## src/rtl/proc_pkg.sv

```systemverilog
// Shared processor definitions: default operand/address/opcode widths,
// the hazard-stall counter width and a saturating increment helper.
package proc_pkg;

    localparam int DATA_WIDTH_DEF = 32;
    localparam int ADDR_WIDTH_DEF = 5;
    localparam int OP_WIDTH_DEF   = 6;
    localparam int STALL_CNT_W    = 16;

    typedef logic [STALL_CNT_W-1:0] stall_cnt_t;

    // Increment that sticks at all-ones instead of wrapping to zero.
    function automatic stall_cnt_t sat_inc(input stall_cnt_t v);
        return (v == '1) ? v : v + stall_cnt_t'(1);
    endfunction

endpackage

```

## src/rtl/scoreboard.sv

```systemverilog
// Register scoreboard: one pending bit per architectural register.
// A bit is set when a writing instruction issues and cleared at writeback;
// when both hit the same register in one cycle the set wins, because the
// newly issued instruction is the one that owns the register afterwards.
module scoreboard
    import proc_pkg::*;
#(
    parameter int ADDR_WIDTH = ADDR_WIDTH_DEF
) (
    input  logic                  clk,
    input  logic                  rst_n,
    input  logic                  set_en,
    input  logic [ADDR_WIDTH-1:0] set_addr,
    input  logic                  clr_en,
    input  logic [ADDR_WIDTH-1:0] clr_addr,
    input  logic [ADDR_WIDTH-1:0] q1_addr,
    input  logic [ADDR_WIDTH-1:0] q2_addr,
    input  logic [ADDR_WIDTH-1:0] q3_addr,
    output logic                  q1_pend,
    output logic                  q2_pend,
    output logic                  q3_pend
);

    localparam int NREG = 1 << ADDR_WIDTH;

    logic [NREG-1:0] pending_q;
    logic [NREG-1:0] pending_d;

    // Next pending vector: clear first, then set so that set has priority.
    always_comb begin
        pending_d = pending_q;
        if (clr_en) begin
            pending_d[clr_addr] = 1'b0;
        end
        if (set_en) begin
            pending_d[set_addr] = 1'b1;
        end
    end

    // Pending-bit storage, all registers free after reset.
    always_ff @(posedge clk or negedge rst_n) begin
        if (!rst_n) begin
            pending_q <= '0;
        end else begin
            pending_q <= pending_d;
        end
    end

    assign q1_pend = pending_q[q1_addr];
    assign q2_pend = pending_q[q2_addr];
    assign q3_pend = pending_q[q3_addr];

endmodule

```

## src/rtl/operand_stage.sv

```systemverilog
// Operand-fetch stage: reads the register file, checks RAW/WAW hazards
// against the scoreboard and hands operands to execute through a
// one-entry valid/ready output register.
// Optional feature: define OPERAND_STAGE_BYPASS_EN to forward writeback
// data straight into the operands instead of stalling in the writeback cycle.
module operand_stage
    import proc_pkg::*;
#(
    parameter int DATA_WIDTH = DATA_WIDTH_DEF,
    parameter int ADDR_WIDTH = ADDR_WIDTH_DEF,
    parameter int OP_WIDTH   = OP_WIDTH_DEF
) (
    input  logic                   clk,
    input  logic                   rst_n,
    input  logic                   in_valid,
    output logic                   in_ready,
    input  logic [ADDR_WIDTH-1:0]  in_rs1,
    input  logic [ADDR_WIDTH-1:0]  in_rs2,
    input  logic [ADDR_WIDTH-1:0]  in_rd,
    input  logic                   in_wr,
    input  logic [OP_WIDTH-1:0]    in_op,
    output logic [ADDR_WIDTH-1:0]  rf_addrA,
    output logic [ADDR_WIDTH-1:0]  rf_addrB,
    input  logic [DATA_WIDTH-1:0]  rf_a,
    input  logic [DATA_WIDTH-1:0]  rf_b,
    input  logic                   wb_valid,
    input  logic [ADDR_WIDTH-1:0]  wb_addr,
    input  logic [DATA_WIDTH-1:0]  wb_data,
    output logic                   out_valid,
    input  logic                   out_ready,
    output logic [DATA_WIDTH-1:0]  out_a,
    output logic [DATA_WIDTH-1:0]  out_b,
    output logic [ADDR_WIDTH-1:0]  out_rd,
    output logic                   out_wr,
    output logic [OP_WIDTH-1:0]    out_op,
    output logic [STALL_CNT_W-1:0] stall_cnt
);

    logic                   pend_rs1;
    logic                   pend_rs2;
    logic                   pend_rd;
    logic                   byp_a;
    logic                   byp_b;
    logic                   haz_rs1;
    logic                   haz_rs2;
    logic                   hazard;
    logic                   accept;
    logic [DATA_WIDTH-1:0]  opnd_a;
    logic [DATA_WIDTH-1:0]  opnd_b;

    logic                   out_valid_q, out_valid_d;
    logic [DATA_WIDTH-1:0]  out_a_q,     out_a_d;
    logic [DATA_WIDTH-1:0]  out_b_q,     out_b_d;
    logic [ADDR_WIDTH-1:0]  out_rd_q,    out_rd_d;
    logic                   out_wr_q,    out_wr_d;
    logic [OP_WIDTH-1:0]    out_op_q,    out_op_d;
    stall_cnt_t             stall_cnt_q, stall_cnt_d;

    // Register-file read ports follow the decoded sources directly.
    assign rf_addrA = in_rs1;
    assign rf_addrB = in_rs2;

    scoreboard #(
        .ADDR_WIDTH (ADDR_WIDTH)
    ) u_scoreboard (
        .clk      (clk),
        .rst_n    (rst_n),
        .set_en   (accept && in_wr),
        .set_addr (in_rd),
        .clr_en   (wb_valid),
        .clr_addr (wb_addr),
        .q1_addr  (in_rs1),
        .q2_addr  (in_rs2),
        .q3_addr  (in_rd),
        .q1_pend  (pend_rs1),
        .q2_pend  (pend_rs2),
        .q3_pend  (pend_rd)
    );

`ifdef OPERAND_STAGE_BYPASS_EN
    // A source matching this cycle's writeback takes the writeback data.
    assign byp_a = wb_valid && (wb_addr == in_rs1);
    assign byp_b = wb_valid && (wb_addr == in_rs2);
`else
    // No forwarding: sources always come from the register file.
    assign byp_a = 1'b0;
    assign byp_b = 1'b0;
`endif

    assign opnd_a  = byp_a ? wb_data : rf_a;
    assign opnd_b  = byp_b ? wb_data : rf_b;

    // A pending source is only safe when it is being forwarded this cycle;
    // a pending destination (WAW) always stalls.
    assign haz_rs1 = pend_rs1 && !byp_a;
    assign haz_rs2 = pend_rs2 && !byp_b;
    assign hazard  = in_valid && (haz_rs1 || haz_rs2 || (in_wr && pend_rd));

    assign in_ready = !hazard && (!out_valid_q || out_ready);
    assign accept   = in_valid && in_ready;

    // Output register next state: load on accept, drain on out_ready, else hold.
    always_comb begin
        out_valid_d = out_valid_q;
        out_a_d     = out_a_q;
        out_b_d     = out_b_q;
        out_rd_d    = out_rd_q;
        out_wr_d    = out_wr_q;
        out_op_d    = out_op_q;
        stall_cnt_d = stall_cnt_q;
        if (accept) begin
            out_valid_d = 1'b1;
            out_a_d     = opnd_a;
            out_b_d     = opnd_b;
            out_rd_d    = in_rd;
            out_wr_d    = in_wr;
            out_op_d    = in_op;
        end else if (out_ready) begin
            out_valid_d = 1'b0;
        end
        if (in_valid && !in_ready) begin
            stall_cnt_d = sat_inc(stall_cnt_q);
        end
    end

    // Output register and stall counter; reset discards any in-flight operand.
    always_ff @(posedge clk or negedge rst_n) begin
        if (!rst_n) begin
            out_valid_q <= 1'b0;
            out_a_q     <= '0;
            out_b_q     <= '0;
            out_rd_q    <= '0;
            out_wr_q    <= 1'b0;
            out_op_q    <= '0;
            stall_cnt_q <= '0;
        end else begin
            out_valid_q <= out_valid_d;
            out_a_q     <= out_a_d;
            out_b_q     <= out_b_d;
            out_rd_q    <= out_rd_d;
            out_wr_q    <= out_wr_d;
            out_op_q    <= out_op_d;
            stall_cnt_q <= stall_cnt_d;
        end
    end

    assign out_valid = out_valid_q;
    assign out_a     = out_a_q;
    assign out_b     = out_b_q;
    assign out_rd    = out_rd_q;
    assign out_wr    = out_wr_q;
    assign out_op    = out_op_q;
    assign stall_cnt = stall_cnt_q;

endmodule

```

## config.mk

```make
export PLATFORM = sky130hd
export DESIGN_NAME = operand_stage
export DESIGN_NICKNAME = d
export VERILOG_FILES = /design/src/rtl/proc_pkg.sv /design/src/rtl/scoreboard.sv /design/src/rtl/operand_stage.sv
export SDC_FILE = /design/constraint.sdc
export NUM_CORES = 1
export LEC_CHECK = 0
export ABC_AREA = 0
export CORE_MARGIN = 2
export CORE_UTILIZATION = 48
export DETAILED_ROUTE_END_ITERATION = 8
export GPL_TIMING_DRIVEN = 0
export PLACE_DENSITY_LB_ADDON = 0.1
export RECOVER_POWER = 100
export SLEW_MARGIN = 20
export SYNTH_ARGS = -nofsm -noshare
export SYNTH_HDL_FRONTEND = slang
export SYNTH_HIERARCHICAL = 1
export SYNTH_SLANG_ARGS = --single-unit
export TNS_END_PERCENT = 20
```

## constraint.sdc

```tcl
create_clock -name clk -period 7.3 [get_ports clk]
set_input_delay 0.73 -clock clk [delete_from_list [all_inputs] [get_ports clk]]
set_output_delay 0.73 -clock clk [all_outputs]
set_load 0.02 [all_outputs]
```

==> flow_summary.json, run 1 <==
{
  "grt_max_degree": 84,
  "dpl.hpwl_um": 12500,
  "track_usage": 0.260,
  "antenna_found_initial": 0,
  "p_int_uw": 1810,
  "fmax_mhz": 225,
  "gr-total-overflow": 0,
  "clockPowerShare": 0.284,
  "nFillCells": 962,
  "synth_fp_nets": 631,
  "synth_compound_area_frac": 0.0914,
  "clkTransAtPathRegs_ns": 0.05,
  "violations": "max-capacitance violations, max-slew violations",
  "synth-edff-count": 0,
  "clockBufferDepth": 2,
  "port_buffers": 197,
  "ir_worst_vdd_uv": 207,
  "wl_um": 17200,
  "rsz0062_at_grt": "false",
  "place_ws_ns": 3.02,
  "die_w_um": 117,
  "critical_path_class": "in2out",
  "ys.flop_type": "dfrtp_1",
  "numCtsBuffers": 17,
  "fin_ws_ns": 2.85,
  "yosysWarnings": 6,
  "setup_tns_ns": 0,
  "h-tree-depth": 4,
  "synth.top_cell.area_share": 0.510,
  "synthSimpleGateAreaFrac": 0.101,
  "avgRoutedWirePerCell_um": 19.1,
  "seqPwrFrac": 0.376,
  "coreArea_um2": 12600,
  "whs_endpoint": "out_wr$_DFFE_PN0P_",
  "switching_share": 0.330,
  "stdcell_area_um2": 8750,
  "clock_sinks": 125,
  "firstDrtPassIters": 6,
  "ys_ff_latch": 125,
  "arrival_ns": 3.72,
  "hold_class": "reg2reg",
  "first_global_vias": 5324,
  "vias": 4969,
  "syn_area_per_cell_um2": 12.2,
  "viasPerCell": 5.51,
  "syn_inst": 502,
  "fin_skew_ns": 0.00807,
  "grt_pass1_wl_um": 26900,
  "synth_top_cell_by_area": "dfrtp_1",
  "yosysSeqAreaShare": 0.510,
  "outcome": "complete, but fails checks",
  "placed_area_um2": 8350,
  "synth_cell_types": 40,
  "p_switching_uw": 895,
  "post-place-cells": 872,
  "finalCriticalPeriod_ns": 4.45,
  "yosysMostFrequentCell": "dfrtp_1",
  "drv_cap": 1,
  "drt_iter0_markers": 270,
  "die_h_um": 117,
  "drc": 0,
  "drv_slew": 43,
  "synth_top_family_by_area": "multiplexers",
  "required_ns": 6.57,
  "worstReg2RegEnd": "out_a[7]$_DFFE_PN0P_",
  "crit_start": "in_rd[2]",
  "final_cells": 902,
  "place_congestion": 0.896,
  "synth.top_cells.by_area": "dfrtp_1 51%, mux2_2 9.0%, mux2i_1 7.8%, mux2_4 6.9%, o21ai_0 5.2%",
  "ctsResizeCount": 0,
  "synthMuxAreaShare": 0.237,
  "critPathMaxFanout": 13,
  "io_pins": 232,
  "ctsHoldBuffers": 0,
  "synth_xor_area_frac": 0.0186,
  "area_delta_synth_final_pct": 42.7,
  "fin_nets": 848,
  "fp-row-count": 41,
  "async_flop_share": 1.00,
  "setup_viol": 0,
  "power.density_nw_per_um2": 309,
  "synth_commonest_cells": "125 x dfrtp_1, 64 x o21ai_0, 49 x mux2_2, 48 x mux2i_1, 30 x nand2_1",
  "whs_ns": 0.471,
  "die_area_um2": 13700,
  "antenna-diode-count": 0,
  "r2r_start": "u_scoreboard/pending_q[17]$_DFF_PN0_",
  "holdPathStages": 1,
  "ant_nets": 0,
  "crit_path_end_kind": "output port",
  "rrSetupSlack_ns": 4.06,
  "postCtsSetupBuffers": 0,
  "power_leakage_uw": 0.00382,
  "drive_gt1_frac": 0.140,
  "post-route-period-util": 0.610,
  "syn-cell-area_um2": 6130,
  "start_util": 0.488,
  "min_from": "out_wr$_DFFE_PN0P_",
  "cp-start-kind": "primary input",
  "tightestPinTransition_ns": 2.37,
  "cts_tree": "done",
  "cts_root_buf": "clkbuf_16",
  "combPwrFrac": 0.340,
  "hold_viol_final": 0,
  "slew_headroom": -0.578,
  "r2r_cells": 11,
  "insertion_delay_ns": 0.41,
  "yosys.area_share.adder": 0.00204
}
[per-stage QoR]
| stage | total power (µW) | util |
|---|---|---|
| after global placement | 2040 | 0.662 |
| after CTS | 2850 | 0.708 |
| after global routing | 2840 | 0.696 |
| after detailed placement | 2070 | 0.664 |
| final | 2710 | 0.696 |
| after floorplan | 1540 | - |
[cell type report]
class,instances,area (µm²),share of cell area
clock inverters,6,35.0,0.00400
repair buffers,198,1990,0.228
multi-input cells,350,2660,0.304
well taps,172,215,0.0246
plain buffers,27,213,0.0243
flip-flops and latches,125,3130,0.357
clock buffers,24,512,0.0585
[cell usage in the layout, fill, tap and decap left out, types with 6 or more instances in the layout]
cell	count
clkbuf_1	11
clkbuf_8	6
mux2_2	48
buf_4	10
nor3_1	6
clkdlybuf4s50_1	91
nand3_1	16
clkbuf_16	17
mux2i_1	48
dfrtp_1	125
xor2_1	13
nand2_1	30
a21oi_1	10
o21ai_0	65
mux2_1	27
nor2_1	13
nand3b_1	10
a22oi_1	12
dlygate4sd3_1	105
[logic make-up (layout without fill, tap and decap cells)]
logic type / after synthesis / count (layout)
fa+ha+maj: 1 / 1
mux: 125 / 125
simple gates: 113 / 113
compound gates: 98 / 98
flops: 125 / 125
buf+inv: 27 / 255
xor+xnor: 13 / 13
[worst max path at each step]
| stage | endpoint | slack (ns) | cells past startpoint |
|---|---|---|---|
| after global placement | u_scoreboard/pending_q[10]$_DFF_PN0_ | 0.84 | 1 |
| after CTS | in_ready | 3.01 | 9 |
| final | in_ready | 2.85 | 9 |
| after floorplan | u_scoreboard/pending_q[0]$_DFF_PN0_ | 4.24 | 13 |
| after global routing | in_ready | 2.70 | 9 |
| after detailed placement | in_ready | 3.02 | 9 |
[power by group through the flow]
stage               Sequential (µW)  Combinational, µW  Clock [µW]
floorplan                      1220                319           0
global placement               1020               1020           0
detailed placement             1030               1040           0
CTS                            1030               1040         775
global route                   1050                982         811
finish                         1020                922         768
[worst max-delay path, stage by stage]
cell and delay (ns):
dlygate4sd3_1 0.84, and2_0 0.32, a22oi_1 0.10, nand4b_1 0.12
a21oi_1 0.08, a311o_1 0.35, a211o_1 0.33, a21oi_1 0.16
dlygate4sd3_1 0.68
[sequential cells by signal, summed over array words and instances (netlist names)]
signal,cells
out_wr,1
out_valid,1
out_b,32
out_a,32
out_rd,5
u_scoreboard/pending_q,32
out_op,6
stall_cnt,16
[layer usage]
layer | track usage | up-vias | part of all wire
met5 | 0 | - | 0
met4 | 0.100 | 0 | 0.023
met3 | 0.114 | 31 | 0.11
met2 | 0.420 | 262 | 0.49
met1 | 0.306 | 2406 | 0.38
li1 | - | 2270 | -
Power figures use the tool's default switching activity.
==> run 2, diff against run 1 <==
- CORE_UTILIZATION: 48 -> 40
- clock period: 7.3 -> 3.8 ns (I/O delays scaled with it)
==> run 2 against run 1 <==
- the flow still finishes with violations (max-capacitance violations, max-slew violations)
- clock skew is 0.0038 ns higher
- power is 93% higher
- setup slack worse by 2.7 ns
- die area up 19%
- combinational power is 91% higher
- register-to-register slack got worse by 3.3 ns
- largest cell class unchanged
- highest routed layer unchanged
==> flow_summary.json, run 2 (synthesized netlist as in run 1, its figures left out) <==
{
  "setup_viol": 0,
  "tightestPinTransition_ns": 2.42,
  "ff_latch_area_um2": 3130,
  "nFillCells": 1296,
  "finalPower_uw": 5230,
  "ctsResizeCount": 0,
  "finish.utilization": 0.585,
  "grt_max_degree": 83,
  "critical_path_class": "in2out",
  "clock_sinks": 125,
  "area_delta_synth_final_pct": 43.8,
  "place_congestion": 0.884,
  "critical-path-max-stage-delay_ns": 0.66,
  "crit_path_cell_trace": "clkdlybuf4s50_1 -> and2b_1 -> a22oi_1 -> nand4b_1 -> a21oi_1 -> a311o_1 -> a211o_1 -> a21oi_1 -> clkdlybuf4s50_1",
  "antenna_found_initial": 0,
  "h-tree-depth": 4,
  "fin_skew_ns": 0.0118,
  "p_int_uw": 3540,
  "hold_viol_final": 0,
  "grt_pass1_wl_um": 26700,
  "worstPathBufferInverterCount": 2,
  "layout_commonest_cell": "dfrtp_1",
  "wl_um": 16600,
  "seqPwrFrac": 0.373,
  "drc": 0,
  "layout_common_cells": "125 x dfrtp_1, 104 x dlygate4sd3_1, 93 x clkdlybuf4s50_1",
  "io_pins": 232,
  "violations": "max-capacitance violations, max-slew violations",
  "start_util": 0.406,
  "switching_share": 0.323,
  "drt_iter0_markers": 288,
  "track_usage": 0.211,
  "vias": 4911,
  "ir_worst_vdd_uv": 374,
  "critPathMaxFanout": 13,
  "clockBufferDepth": 2,
  "coreArea_um2": 15100,
  "power_leakage_uw": 0.00384,
  "combPwrFrac": 0.336,
  "arrival_ns": 3.23,
  "ant_nets": 0,
  "multi_input_area_um2": 2660,
  "numCtsBuffers": 17,
  "fp-row-count": 45,
  "cts_root_buf": "clkbuf_16",
  "finalCriticalPeriod_ns": 3.61,
  "cp-start-kind": "primary input",
  "cts_tree": "done",
  "rsz0062_at_grt": "false",
  "required_ns": 3.42,
  "hold_class": "reg2reg",
  "die_w_um": 128,
  "cp_top_family": "buffers and inverters",
  "die_h_um": 128,
  "post-route-period-util": 0.950,
  "firstDrtPassIters": 4,
  "power.density_nw_per_um2": 593,
  "outcome": "complete, but fails checks",
  "fmax_mhz": 277,
  "antenna-diode-count": 0,
  "first_global_vias": 5104,
  "clkTransAtPathRegs_ns": 0.05,
  "drv_slew": 44,
  "drv_cap": 1,
  "avgRoutedWirePerCell_um": 18.1,
  "slowest_stage": "clkdlybuf4s50_1",
  "dpl.hpwl_um": 12500,
  "drive_gt1_frac": 0.144,
  "p_switching_uw": 1690,
  "clockPowerShare": 0.291,
  "port_buffers": 197,
  "fin_nets": 849,
  "viasPerCell": 5.34,
  "die_area_um2": 16300,
  "crit_path_end_kind": "output port",
  "slew_headroom": -0.614,
  "insertion_delay_ns": 0.41,
  "gr-total-overflow": 0
}
[run 2: final cells by class]
type                    instances  area share
multi-input cells             350       0.301
well taps                     188      0.0267
plain buffers                  27      0.0267
repair buffers                199       0.227
clock buffers                  24      0.0569
flip-flops and latches        125       0.355
clock inverters                 6     0.00681
[run 2: power by group through the flow]
stage	Clock [µW]	Sequential [µW]	Combinational, µW
final	1520	1950	1760
after global routing	1610	2010	1870
after CTS	1560	1980	1990
after detailed placement	0	1990	1980
after global placement	0	1970	1960
after floorplan	0	2340	614
[run 2: per-layer routing]
metal	track usage	vias to the layer above	part of all wire
met5	0	-	0
met4	0.0750	0	0.018
met3	0.0885	25	0.095
met2	0.349	218	0.49
met1	0.248	2406	0.40
li1	-	2262	-
[run 2: worst paths after layout]
path	start	slack, ns	end	cells past startpoint
worst max register to register	u_scoreboard/pending_q[19]$_DFF_PN0_	0.78	u_scoreboard/pending_q[12]$_DFF_PN0_	11
worst min register to register	out_wr$_DFFE_PN0P_	0.48	out_wr$_DFFE_PN0P_	1
worst max-delay path	in_rd[2]	0.19	in_ready	9
worst min-delay path	out_wr$_DFFE_PN0P_	0.48	out_wr$_DFFE_PN0P_	1
max in group asynchronous	rst_n	1.16	out_b[20]$_DFFE_PN0P_	2
min in group asynchronous	rst_n	1.24	out_a[24]$_DFFE_PN0P_	2
[run 2: through the flow]
stage | cell area [µm²] | setup WS [ns] | std cells | hold slack, ns | setup TNS, ns
after floorplan | 6130 | 1.09 | 502 | 0.0844 | 0
after global placement | 8340 | -2.45 | 887 | 0.464 | -305.43
after detailed placement | 8370 | -0.00190 | 888 | 0.331 | -0.00190
after CTS | 8940 | 0.195 | 919 | 0.455 | 0
after global routing | 8820 | 0.0393 | 919 | 0.498 | 0
final | 8820 | 0.190 | 919 | 0.476 | 0
[run 2: repair_timing]
item                      CTS  global route
hold endpoints to repair   43             0
hold buffers                1             0
setup buffers               0             0
==> run 3, diff against run 2 <==
--- a/constraint.sdc
+++ b/constraint.sdc
@@ -3,2 +3,2 @@
 set_output_delay 0.38 -clock clk [all_outputs]
-set_load 0.02 [all_outputs]
+set_load 0.005 [all_outputs]
==> run 3 against run 2 <==
- the flow still finishes with violations (max-capacitance violations, max-slew violations)
- final cell count did not move
- power fell by 7.6%
- clock power barely moved
- global-route usage did not move
- die area did not move
- critical path type unchanged
==> flow_summary.json, run 3 (synthesized netlist as in run 1, its figures left out) <==
{
  "outcome": "complete, but fails checks",
  "violations": "max-capacitance violations, max-slew violations",
  "clockBufferDepth": 2,
  "tightestPinTransition_ns": 2.43,
  "fin_nets": 849,
  "avgRoutedWirePerCell_um": 18.1,
  "slowest_stage": "dlygate4sd3_1",
  "nFillCells": 1299,
  "fin_skew_ns": 0.0161,
  "fmax_mhz": 280,
  "r2r_start": "u_scoreboard/pending_q[19]$_DFF_PN0_",
  "hold_class": "reg2reg",
  "drv_slew": 44,
  "area_delta_synth_final_pct": 43.7,
  "numCtsBuffers": 17,
  "drv_cap": 1,
  "critPathMaxFanout": 13,
  "drc": 0,
  "drive_gt1_frac": 0.145,
  "critical-path-max-stage-delay_ns": 0.85,
  "grt_util_met1": 0.248,
  "coreArea_um2": 15100,
  "drt_iter0_markers": 280,
  "die_area_um2": 16300,
  "grtUsageMet2": 0.349,
  "arrival_ns": 3.19,
  "post-route-period-util": 0.939,
  "dpl.hpwl_um": 12500,
  "critical_path_class": "in2out",
  "finalCriticalPeriod_ns": 3.57,
  "use_met3": 0.0885,
  "clkTransAtPathRegs_ns": 0.05,
  "antenna_found_initial": 0,
  "setup_tns_ns": 0,
  "post-place-cells": 888,
  "holdPathStages": 1,
  "cts_tree": "done",
  "stdcell_area_um2": 8810,
  "first_global_vias": 5104,
  "h-tree-depth": 4,
  "die_w_um": 128,
  "whs_endpoint": "out_wr$_DFFE_PN0P_",
  "cts_root_buf": "clkbuf_16",
  "track_usage": 0.211,
  "cp-start-kind": "primary input",
  "gr-total-overflow": 0,
  "ir_worst_vdd_uv": 369,
  "crit_path_cell_trace": "dlygate4sd3_1 -> and2_1 -> a22oi_1 -> nand4b_1 -> a21oi_1 -> a311o_1 -> a211o_1 -> a21oi_1 -> clkdlybuf4s50_1",
  "power.density_nw_per_um2": 549,
  "firstDrtPassIters": 5,
  "viasPerCell": 5.34,
  "power_leakage_uw": 0.00384,
  "antenna-diode-count": 0,
  "setup_viol": 0,
  "cpMostUsedCell": "a21oi_1",
  "required_ns": 3.42,
  "port_buffers": 197,
  "layout_commonest_cell": "dfrtp_1",
  "ant_nets": 0,
  "rrSetupSlack_ns": 0.79,
  "ctsResizeCount": 0,
  "crit_start": "in_rd[2]",
  "r2r_cells": 11,
  "vias": 4912,
  "slew_headroom": -0.618,
  "io_pins": 232,
  "clock_sinks": 125,
  "placed_area_um2": 8370,
  "insertion_delay_ns": 0.41,
  "wl_um": 16600,
  "grt_pass1_wl_um": 26700,
  "crit_path_end_kind": "output port",
  "rsz0062_at_grt": "false",
  "start_util": 0.406,
  "layout_common_cells": "125 x dfrtp_1, 105 x dlygate4sd3_1, 92 x clkdlybuf4s50_1",
  "place_congestion": 0.884,
  "worstReg2RegEnd": "u_scoreboard/pending_q[24]$_DFF_PN0_",
  "fp-row-count": 45,
  "top_usage_layer": "met2",
  "hold_viol_final": 0,
  "min_from": "out_wr$_DFFE_PN0P_",
  "die_h_um": 128,
  "final_cells": 919,
  "grt_max_degree": 83
}
==> run 3: how the worst max path moves through the flow <==
stage                                                 endpoint  cells past startpoint  slack, ns
after floorplan           u_scoreboard/pending_q[16]$_DFF_PN0_                     13       1.09
after global placement    u_scoreboard/pending_q[18]$_DFF_PN0_                      1      -2.45
after detailed placement  u_scoreboard/pending_q[12]$_DFF_PN0_                     12     -0.002
after CTS                                             in_ready                      9       0.30
after global routing                     out_b[29]$_DFFE_PN0P_                     12       0.08
final                                                 in_ready                      9       0.23
==> run 3: cell type report <==
class / count / area (µm²) / share of cell area
buffer: 27 / 223 / 0.0253
clock buffer: 24 / 502 / 0.0569
clock inverter: 6 / 60.1 / 0.00682
multi-input combinational: 350 / 2660 / 0.302
sequential: 125 / 3130 / 0.355
tap: 188 / 235 / 0.0267
timing repair buffer: 199 / 2000 / 0.227
==> run 3: power by group <==
part | internal, µW | switching (µW) | leakage (µW)
logic | 856 | 505 | 0.00202
clock network | 974 | 544 | 0.000274
registers | 1700 | 252 | 0.00155
==> run 3: metrics by stage <==
step / power (µW) / setup slack (ns) / hold WS [ns] / util
final: 4830 / 0.233 / 0.476 / 0.584
after global placement: 3540 / -2.45 / 0.464 / 0.553
after detailed placement: 3570 / -0.00190 / 0.331 / 0.555
after global routing: 5100 / 0.0811 / 0.498 / 0.584
after floorplan: 2570 / 1.09 / 0.0844 / -
after CTS: 5130 / 0.297 / 0.455 / 0.593
==> run 3: worst max-delay path, delay by kind of cell <==
family,cells,cell delay (ns)
buffers and inverters,2,1.38
AO/OA/AOI/OAI,5,1.01
AND/OR/NAND/NOR,2,0.40
==> run 3: repair_timing <==
action,in CTS,in global routing
hold buffers,1,0
buffers inserted,0,0
endpoints found under the hold margin,43,0
==> run 3: layer usage <==
| metal | part of all wire | vias up | routed length, µm |
|---|---|---|---|
| met2 | 0.49 | 222 | 8160 |
| met1 | 0.40 | 2412 | 6600 |
| met3 | 0.095 | 20 | 1570 |
| met4 | 0.016 | 0 | 258 |
| li1 | - | 2258 | - |
| met5 | 0 | - | 0 |
